`src/rtl/barrel_shifter_left_pipe_if.sv`:
```
// Operand/result handshake bundle for barrel_shifter_left_pipe.
// Optional Rotate signal present only when BARREL_SHIFTER_ROTATE_EN is defined.
interface barrel_shifter_left_pipe_if #(
    parameter int N = 32
);
    localparam int S = $clog2(N);

    logic         In_Valid;
    logic         In_Ready;
    logic [N-1:0] Input;
    logic [S-1:0] Shift_Val;
    logic         Out_Valid;
    logic         Out_Ready;
    logic [N-1:0] Result;
    logic         Busy;
`ifdef BARREL_SHIFTER_ROTATE_EN
    logic         Rotate;
`endif

    modport slave (
        input  In_Valid, Input, Shift_Val, Out_Ready,
`ifdef BARREL_SHIFTER_ROTATE_EN
        input  Rotate,
`endif
        output In_Ready, Out_Valid, Result, Busy
    );

    modport master (
        output In_Valid, Input, Shift_Val, Out_Ready,
`ifdef BARREL_SHIFTER_ROTATE_EN
        output Rotate,
`endif
        input  In_Ready, Out_Valid, Result, Busy
    );
endinterface

```
`src/rtl/barrel_shifter_left_pipe.sv`:
```
// Pipelined logical left barrel shifter, one log2 stage per clock, valid/ready on both sides.
// Define BARREL_SHIFTER_ROTATE_EN to add a per-operation rotate-left mode.
module barrel_shifter_left_pipe #(
    parameter int N = 32
) (
    input logic                      Clk,
    input logic                      Reset_n,
    barrel_shifter_left_pipe_if.slave bus
);
    localparam int S = $clog2(N);

    logic         w_advance;
    logic [S-1:0] w_valid_vec;
    logic [N-1:0] w_last_data;

    function automatic logic [N-1:0] shift_stage(
        input logic [N-1:0] data,
        input logic         en,
        input int           amt,
        input logic         rot
    );
        logic [N-1:0] res;
        if (!en) begin
            res = data;
        end else if (rot) begin
            res = (data << amt) | (data >> (N - amt));
        end else begin
            res = data << amt;
        end
        return res;
    endfunction

    // The whole pipe moves as one: any free slot at the output lets everything advance.
    assign w_advance     = bus.Out_Ready | ~bus.Out_Valid;
    assign bus.In_Ready  = w_advance;
    assign bus.Busy      = |w_valid_vec;
    assign bus.Out_Valid = w_valid_vec[S-1];
    assign bus.Result    = w_last_data;

    for (genvar k = 0; k < S; k++) begin : g_stage
        localparam int AMT = 1 << (S - 1 - k);

        logic [N-1:0] w_src_data;
        logic         w_src_valid;
        logic [S-1-k:0] w_src_shamt;
        logic         w_src_rot;
        logic [N-1:0] w_shifted;
        logic [N-1:0] r_data;
        logic         r_valid;

        if (k == 0) begin : g_src
            assign w_src_data  = bus.Input;
            assign w_src_valid = bus.In_Valid;
            assign w_src_shamt = bus.Shift_Val;
`ifdef BARREL_SHIFTER_ROTATE_EN
            assign w_src_rot   = bus.Rotate;
`else
            assign w_src_rot   = 1'b0;
`endif
        end else begin : g_src
            assign w_src_data  = g_stage[k-1].r_data;
            assign w_src_valid = g_stage[k-1].r_valid;
            assign w_src_shamt = g_stage[k-1].g_rem.r_rem;
`ifdef BARREL_SHIFTER_ROTATE_EN
            assign w_src_rot   = g_stage[k-1].g_rem.r_rot;
`else
            assign w_src_rot   = 1'b0;
`endif
        end

        // The MSB of the incoming shift bits belongs to this stage.
        assign w_shifted = shift_stage(w_src_data, w_src_shamt[S-1-k], AMT, w_src_rot);

        // Stage register; a bubble moves only its valid bit and leaves data stale.
        always_ff @(posedge Clk or negedge Reset_n) begin
            if (!Reset_n) begin
                r_data  <= '0;
                r_valid <= 1'b0;
            end else if (w_advance) begin
                r_valid <= w_src_valid;
                if (w_src_valid) begin
                    r_data <= w_shifted;
                end else begin
                    r_data <= r_data;
                end
            end
        end

        if (k < S - 1) begin : g_rem
            logic [S-2-k:0] r_rem;
`ifdef BARREL_SHIFTER_ROTATE_EN
            logic           r_rot;
`endif
            // Carries the still-unconsumed shift bits (and mode) to the later stages.
            always_ff @(posedge Clk or negedge Reset_n) begin
                if (!Reset_n) begin
                    r_rem <= '0;
`ifdef BARREL_SHIFTER_ROTATE_EN
                    r_rot <= 1'b0;
`endif
                end else if (w_advance && w_src_valid) begin
                    r_rem <= w_src_shamt[S-2-k:0];
`ifdef BARREL_SHIFTER_ROTATE_EN
                    r_rot <= w_src_rot;
`endif
                end
            end
        end

        assign w_valid_vec[k] = r_valid;

        if (k == S - 1) begin : g_out
            assign w_last_data = r_data;
        end
    end
endmodule
```
`src/flat_wrapper.sv`:
```
// flat-port wrapper written by rule: the top's interface ports become plain ports
module barrel_shifter_left_pipe_flat 
#(
    parameter int N = 32
)
  (Clk, Reset_n, bus_In_Valid, bus_Input, bus_Shift_Val, bus_Out_Ready, bus_In_Ready, bus_Out_Valid, bus_Result, bus_Busy);
  barrel_shifter_left_pipe_if #(.N(N)) bus_i ();
  input logic Clk;
  input logic Reset_n;
  input wire logic [$bits(bus_i.In_Valid)-1:0] bus_In_Valid;
  input wire logic [$bits(bus_i.Input)-1:0] bus_Input;
  input wire logic [$bits(bus_i.Shift_Val)-1:0] bus_Shift_Val;
  input wire logic [$bits(bus_i.Out_Ready)-1:0] bus_Out_Ready;
  output wire logic [$bits(bus_i.In_Ready)-1:0] bus_In_Ready;
  output wire logic [$bits(bus_i.Out_Valid)-1:0] bus_Out_Valid;
  output wire logic [$bits(bus_i.Result)-1:0] bus_Result;
  output wire logic [$bits(bus_i.Busy)-1:0] bus_Busy;
  assign bus_i.In_Valid = bus_In_Valid;
  assign bus_i.Input = bus_Input;
  assign bus_i.Shift_Val = bus_Shift_Val;
  assign bus_i.Out_Ready = bus_Out_Ready;
  assign bus_In_Ready = bus_i.In_Ready;
  assign bus_Out_Valid = bus_i.Out_Valid;
  assign bus_Result = bus_i.Result;
  assign bus_Busy = bus_i.Busy;
  barrel_shifter_left_pipe #(.N(N)) u_core (.Clk(Clk), .Reset_n(Reset_n), .bus(bus_i));
endmodule
```
`config.mk`:
```
export PLATFORM = sky130hd
export DESIGN_NAME = barrel_shifter_left_pipe_flat
export DESIGN_NICKNAME = d
export VERILOG_FILES = /design/src/rtl/barrel_shifter_left_pipe_if.sv /design/src/rtl/barrel_shifter_left_pipe.sv /design/src/flat_wrapper.sv
export SDC_FILE = /design/constraint.sdc
export NUM_CORES = 1
export LEC_CHECK = 0
export ABC_AREA = 1
export CORE_MARGIN = 8
export CORE_UTILIZATION = 55
export CTS_BUF_LIST = sky130_fd_sc_hd__clkbuf_16
export DETAILED_ROUTE_END_ITERATION = 10
export HOLD_SLACK_MARGIN = 0.06
export PLACE_DENSITY_LB_ADDON = 0.12
export SLEW_MARGIN = 20
export SYNTH_ARGS = -nofsm -noshare
export SYNTH_HDL_FRONTEND = slang
export SYNTH_SLANG_ARGS = --single-unit
```
`constraint.sdc`:
```
create_clock -name Clk -period 3.1 [get_ports Clk]
set_input_delay 0.62 -clock Clk [delete_from_list [all_inputs] [get_ports Clk]]
set_output_delay 0.62 -clock Clk [all_outputs]
set_load 0.02 [all_outputs]
```
==> flow_summary.yaml, run 1 <==
worst_setup_path:
  critPathRequiredTime_ns: 2.48
  cp_num_buf_inv: 1
  cp-startpoint: "u_core.bus.Out_Valid"
  cp-end-kind: "output port"
  critical-path-slowest-cell: "dfrtp_1"
  critPathTopFamily: "flip-flops"
  critPathArrivalTime_ns: 1.92
  cp_max_fo: 8
  crit_path_max_incr_delay_ns: 0.69
  reg2reg_depth: 6
  critical_path_class: "reg -> out"
  r2r_start: "u_core.bus.Out_Valid"
  start_kind: "flip-flop"
  path_cells: "nor3_1 -> nand3_1 -> clkdlybuf4s50_1"
  crit_cells: 3
finish:
  syn2layout_area_growth_pct: 15.9
  nets: 1317
  post-route-util_pct: 65.0
  layout.cells.non_filler: 1477
  stdcell_area_um2: 9890
  diodes: 0
  drive_gt1_share_pct: 4.73
  nFillCells: 1381
pwr:
  p_per_area_nw_per_um2: 923
  power_leakage_uw: 0.00570
  peakVddDrop_uv: 472
timing:
  final_max_slew_viol_count: 0
  period_minus_slack_ns: 2.54
  tns_ns: 0
  period_share_pct: 81.9
  skew_ns: 0.00825
  grt_setup_unrepaired: "false"
  final-setup-viol-count: 0
  hold_viol: 0
  max_freq_mhz: 394
  tightest_slew_ns: 0.803
  slew_headroom_pct: 46.4
clock_tree:
  cts_buffers: 17
  ctsResizeCount: 0
  clk_pin_slew_worst_paths_ns: 0.06
  cts_setup_buffers: 0
  cts_sinks: 175
  cts_hold_buf: 0
  cts_max_path_buffers: 2
  clkLatencyLatePin_ns: 0.42
  root_buffer: "clkbuf_16"
  htree_num_levels: 4
  cts_tree: "done"
global_routing:
  grt-ovfl-total: 0
  grt_max_degree: 61
  antenna_found_initial: 0
  grt_pass1_vias: 6546
  grt_first_pass_wirelength_mm: 31.1
  grtUsageTotal_pct: 19.2
job:
  drv_cap: 0
die:
  die_y_um: 141
  dieArea_um2: 19800
  core_um2: 15200
  die_w_um: 141
  io_pins: 76
  start_util_pct: 56.1
  rows: 45
placed_design:
  placed_area_um2: 9340
  place_congestion: 0.824
  placed_cells: 1445
  port_buffers: 75
  dpl.hpwl_mm: 13.2
drt:
  via_per_inst: 4.78
  drc: 0
  antenna_left: 0
  first_iter_violations: 411
  wirelength_mm: 18.1
  vias: 7053
  routedWlPerCell_um: 12.2
  drt_first_pass_iters: 5
synth:
  synth_area_per_cell_um2: 6.94
  netlist_area_um2: 8530
  synthCells: 1230
  synth_warnings: 0
  syn_nets: 1271
  ys_types: 17
  yosysSeqAreaShare_pct: 51.3
  ys_ff_latch: 175
run_status:
  status: "finished clean"
hold_path:
  min_path_type: "in -> async"
## cells in the mapped netlist (all sizes together)
| library cell | number | area (µm²) |
|---|---|---|
| dfrtp | 175 | 4380 |
| nor3 | 1 | 5.00 |
| nand3 | 42 | 210 |
| clkbuf | 15 | 56.3 |
| a21oi | 5 | 47.6 |
| o21ai | 4 | 20.0 |
| buf | 52 | 282 |
| nor2 | 31 | 116 |
| nand2 | 863 | 3260 |
| inv | 42 | 158 |
## final cells by class
cell class              count  area (µm²)  share of cell area [%]
flip-flops and latches    175        4380                    44.3
multi-input cells         946        3660                    37.0
repair buffers             94         907                    9.18
clock buffers              17         425                    4.30
well taps                 188         235                    2.38
inverters                  42         158                    1.59
clock inverters            15         121                    1.23
## metrics by stage
step	total power [µW]	setup slack [ns]	hold slack, ns
floorplan	6220	1.30	0.324
global placement	7120	0.601	0.454
detailed placement	7220	0.586	0.464
CTS	9210	0.534	0.164
global route	9900	0.472	0.189
finish	9130	0.561	0.157
## path summary, 6_finish.rpt
check,to,slack [ns]
max,bus_Busy,0.56
min in group Clk,u_core.bus.Result[18],0.48
max in group asynchronous,u_core.g_stage[2].r_data[14],2.16
min,u_core.bus.Result[25],0.16
max reg2reg,u_core.g_stage[0].r_data[23],1.14
min reg2reg,u_core.bus.Result[18],0.48
## kinds of logic after synthesis
kind of cell	synth area share (%)
flip-flops	51.3
buffers and inverters	5.81
AND/OR/NAND/NOR	42.1
AO/OA/AOI/OAI	0.792
## sequential cells by signal (all words and copies together) (netlist names)
signal                      count
u_core.g_stage.r_data         128
u_core.bus.Result              32
u_core.g_stage.g_rem.r_rem     10
u_core.g_stage.r_valid          4
u_core.bus.Out_Valid            1
## routing by layer
layer	GRT usage [%]	vias up	wire length, µm
met5	0	-	0
met4	6.00	0	206
met3	4.08	19	732
met2	32.4	119	8640
met1	24.3	3139	8500
li1	-	3776	-
## report_power, final
group	internal (µW)	total [µW]	switching, µW	leakage, µW
clock	1100	1960	860	0.000258
sequential	3150	3830	674	0.00230
combinational	1220	3340	2130	0.00315
## cells in the final DEF, fill, tap and decap left out, drive strengths merged
master	instances
nand3	42
o21ai	4
clkinvlp	4
nor3	1
bufinv	1
nor2	31
clkbuf	17
clkinv	8
a21oi	5
dfrtp	175
nand2	863
buf	20
inv	44
clkdlybuf4s50	74
Power figures use the tool's default switching activity.
==> run 2, diff against run 1 <==
--- a/config.mk
+++ b/config.mk
@@ -7,7 +7,7 @@
 export LEC_CHECK = 0
 export ABC_AREA = 1
 export CORE_MARGIN = 8
-export CORE_UTILIZATION = 55
+export CORE_UTILIZATION = 52
 export CTS_BUF_LIST = sky130_fd_sc_hd__clkbuf_16
 export DETAILED_ROUTE_END_ITERATION = 10
 export HOLD_SLACK_MARGIN = 0.06
==> constraint.sdc (replaced) <==
create_clock -name Clk -period 2.15 [get_ports Clk]
set_input_delay 0.43 -clock Clk [delete_from_list [all_inputs] [get_ports Clk]]
set_output_delay 0.43 -clock Clk [all_outputs]
set_load 0.02 [all_outputs]
==> flow_summary.yaml, run 2 (synthesis gave the netlist of run 1 again) <==
finish:
  nets: 1325
  layout_common_cells: "858 x nand2_1, 175 x dfrtp_1, 73 x clkdlybuf4s50_1"
  top_register: "u_core.g_stage.r_data"
  largest_reg_flops: 128
  drive_gt1_share_pct: 5.01
  syn2layout_area_growth_pct: 17.7
  layout_commonest_cell: "nand2_1"
  diodes: 0
  post-route-util_pct: 61.7
clock_tree:
  cts_buffers: 17
  cts_tree: "done"
  clk_pin_slew_worst_paths_ns: 0.06
  clkLatencyLatePin_ns: 0.42
  cts_setup_buffers: 0
  cts_sinks: 175
  htree_num_levels: 4
  root_buffer: "clkbuf_16"
  cts_max_path_buffers: 2
worst_setup_path:
  critical_path_class: "in -> out"
  cp-end-kind: "output port"
  cp-startpoint: "bus_Out_Ready"
  critical-path-slowest-cell: "clkdlybuf4s50_1"
  rrSetupSlack_ns: 0.57
  cp_max_fo: 2
  crit_top_cell: "clkdlybuf4s50_1"
  path_cells: "clkdlybuf4s50_1 -> inv_2 -> nand2_4 -> clkdlybuf4s50_1"
  critPathTopFamily: "buffers and inverters"
  critPathRequiredTime_ns: 1.72
  crit_path_max_incr_delay_ns: 0.60
  cp_num_buf_inv: 3
  reg2reg_depth: 6
  critPathArrivalTime_ns: 1.66
  r2r_start: "u_core.bus.Out_Valid"
  r2r-end: "u_core.bus.Result[7]"
  start_kind: "input port"
timing:
  period_share_pct: 97.4
  skew_ns: 0.00571
  max_freq_mhz: 477
  hold_viol: 0
  tns_ns: 0
  final-setup-viol-count: 0
  grt_setup_unrepaired: "false"
  slew_headroom_pct: 45.1
  final_max_slew_viol_count: 0
  hold_ws_ns: 0.470
  tightest_slew_ns: 0.823
  period_minus_slack_ns: 2.09
die:
  core_um2: 16300
  io_pins: 76
  start_util_pct: 52.4
  die_w_um: 144
  rows: 47
  dieArea_um2: 20800
  die_y_um: 144
hold_path:
  min_path_type: "reg -> reg"
  worstHoldPathCells: 2
  worstHoldStart: "u_core.bus.Result[0]"
  holdPathEnd: "u_core.bus.Result[0]"
placed_design:
  place_congestion: 0.781
  dpl.hpwl_mm: 13.4
  port_buffers: 75
global_routing:
  antenna_found_initial: 0
  grt_first_pass_wirelength_mm: 31.3
  grt-ovfl-total: 0
  grt_pass1_vias: 6711
  grtUsageTotal_pct: 18.7
  grt_max_degree: 63
job:
  drv_cap: 0
drt:
  first_iter_violations: 366
  routedWlPerCell_um: 12.0
  via_per_inst: 4.67
  drt_first_pass_iters: 5
  wirelength_mm: 18.1
  antenna_left: 0
  drc: 0
  vias: 7082
pwr:
  power_leakage_uw: 0.00576
  p_per_area_nw_per_um2: 1330
  finalPower_uw: 13300
  peakVddDrop_uv: 740
run_status:
  status: "finished clean"
-- run 2: cell count changes in the layout (fill, tap and decap cells not counted), sizes merged --
cell / change
dlygate4sd2: +1
inv: -2
bufinv: +1
dlygate4sd3: +1
clkdlybuf4s50: -1
buf: +7
clkinv: +1
-- run 2: where the power goes --
| group | internal [µW] | total (µW) | switching, µW |
|---|---|---|---|
| logic | 1850 | 4930 | 3080 |
| registers | 4550 | 5500 | 954 |
| clock network | 1680 | 2890 | 1210 |
| total | 8080 | 13300 | 5250 |
-- run 2: worst max path at each step --
stage | to | slack [ns] | cells after the start
floorplan | bus_In_Ready | 0.64 | 4
global placement | bus_In_Ready | 0.04 | 4
detailed placement | bus_In_Ready | 0.04 | 4
CTS | bus_In_Ready | 0.04 | 4
global route | bus_In_Ready | 0.03 | 4
finish | bus_In_Ready | 0.06 | 4
-- run 2: worst min-delay path, delay by kind of cell, from the launching register on --
family	cells	cell delay, ns
flip-flops	1	0.34
AND/OR/NAND/NOR	2	0.10
-- run 2: cell type report --
type / instances / area (µm²)
clock buffer: 17 / 425
multi-input combinational: 946 / 3660
fill: 1571 / 6250
inverter: 42 / 158
sequential: 175 / 4380
clock inverter: 15 / 128
tap: 220 / 275
timing repair buffer: 102 / 1020
-- run 2: through the flow --
| stage | setup WS, ns | instance area, µm² | std cells |
|---|---|---|---|
| floorplan | 0.644 | 8530 | 1230 |
| global placement | 0.0352 | 9480 | 1484 |
| detailed placement | 0.0414 | 9480 | 1484 |
| CTS | 0.0403 | 10000 | 1517 |
| global route | 0.0257 | 10000 | 1517 |
| finish | 0.0554 | 10000 | 1517 |
-- run 2: layer usage --
metal / track usage, % / wire length (µm) / vias up
li1: - / - / 3799
met1: 23.5 / 8410 / 3134
met5: 0 / 0 / -
met3: 4.13 / 900 / 19
met2: 31.6 / 8610 / 130
met4: 6.09 / 222 / 0
-- run 2: timing repair --
item / in CTS / in global routing
endpoints found under the setup margin: 1 / 0
hold buffers: 1 / 0
hold endpoints to repair: 39 / 0
gates resized for setup: 1 / 0
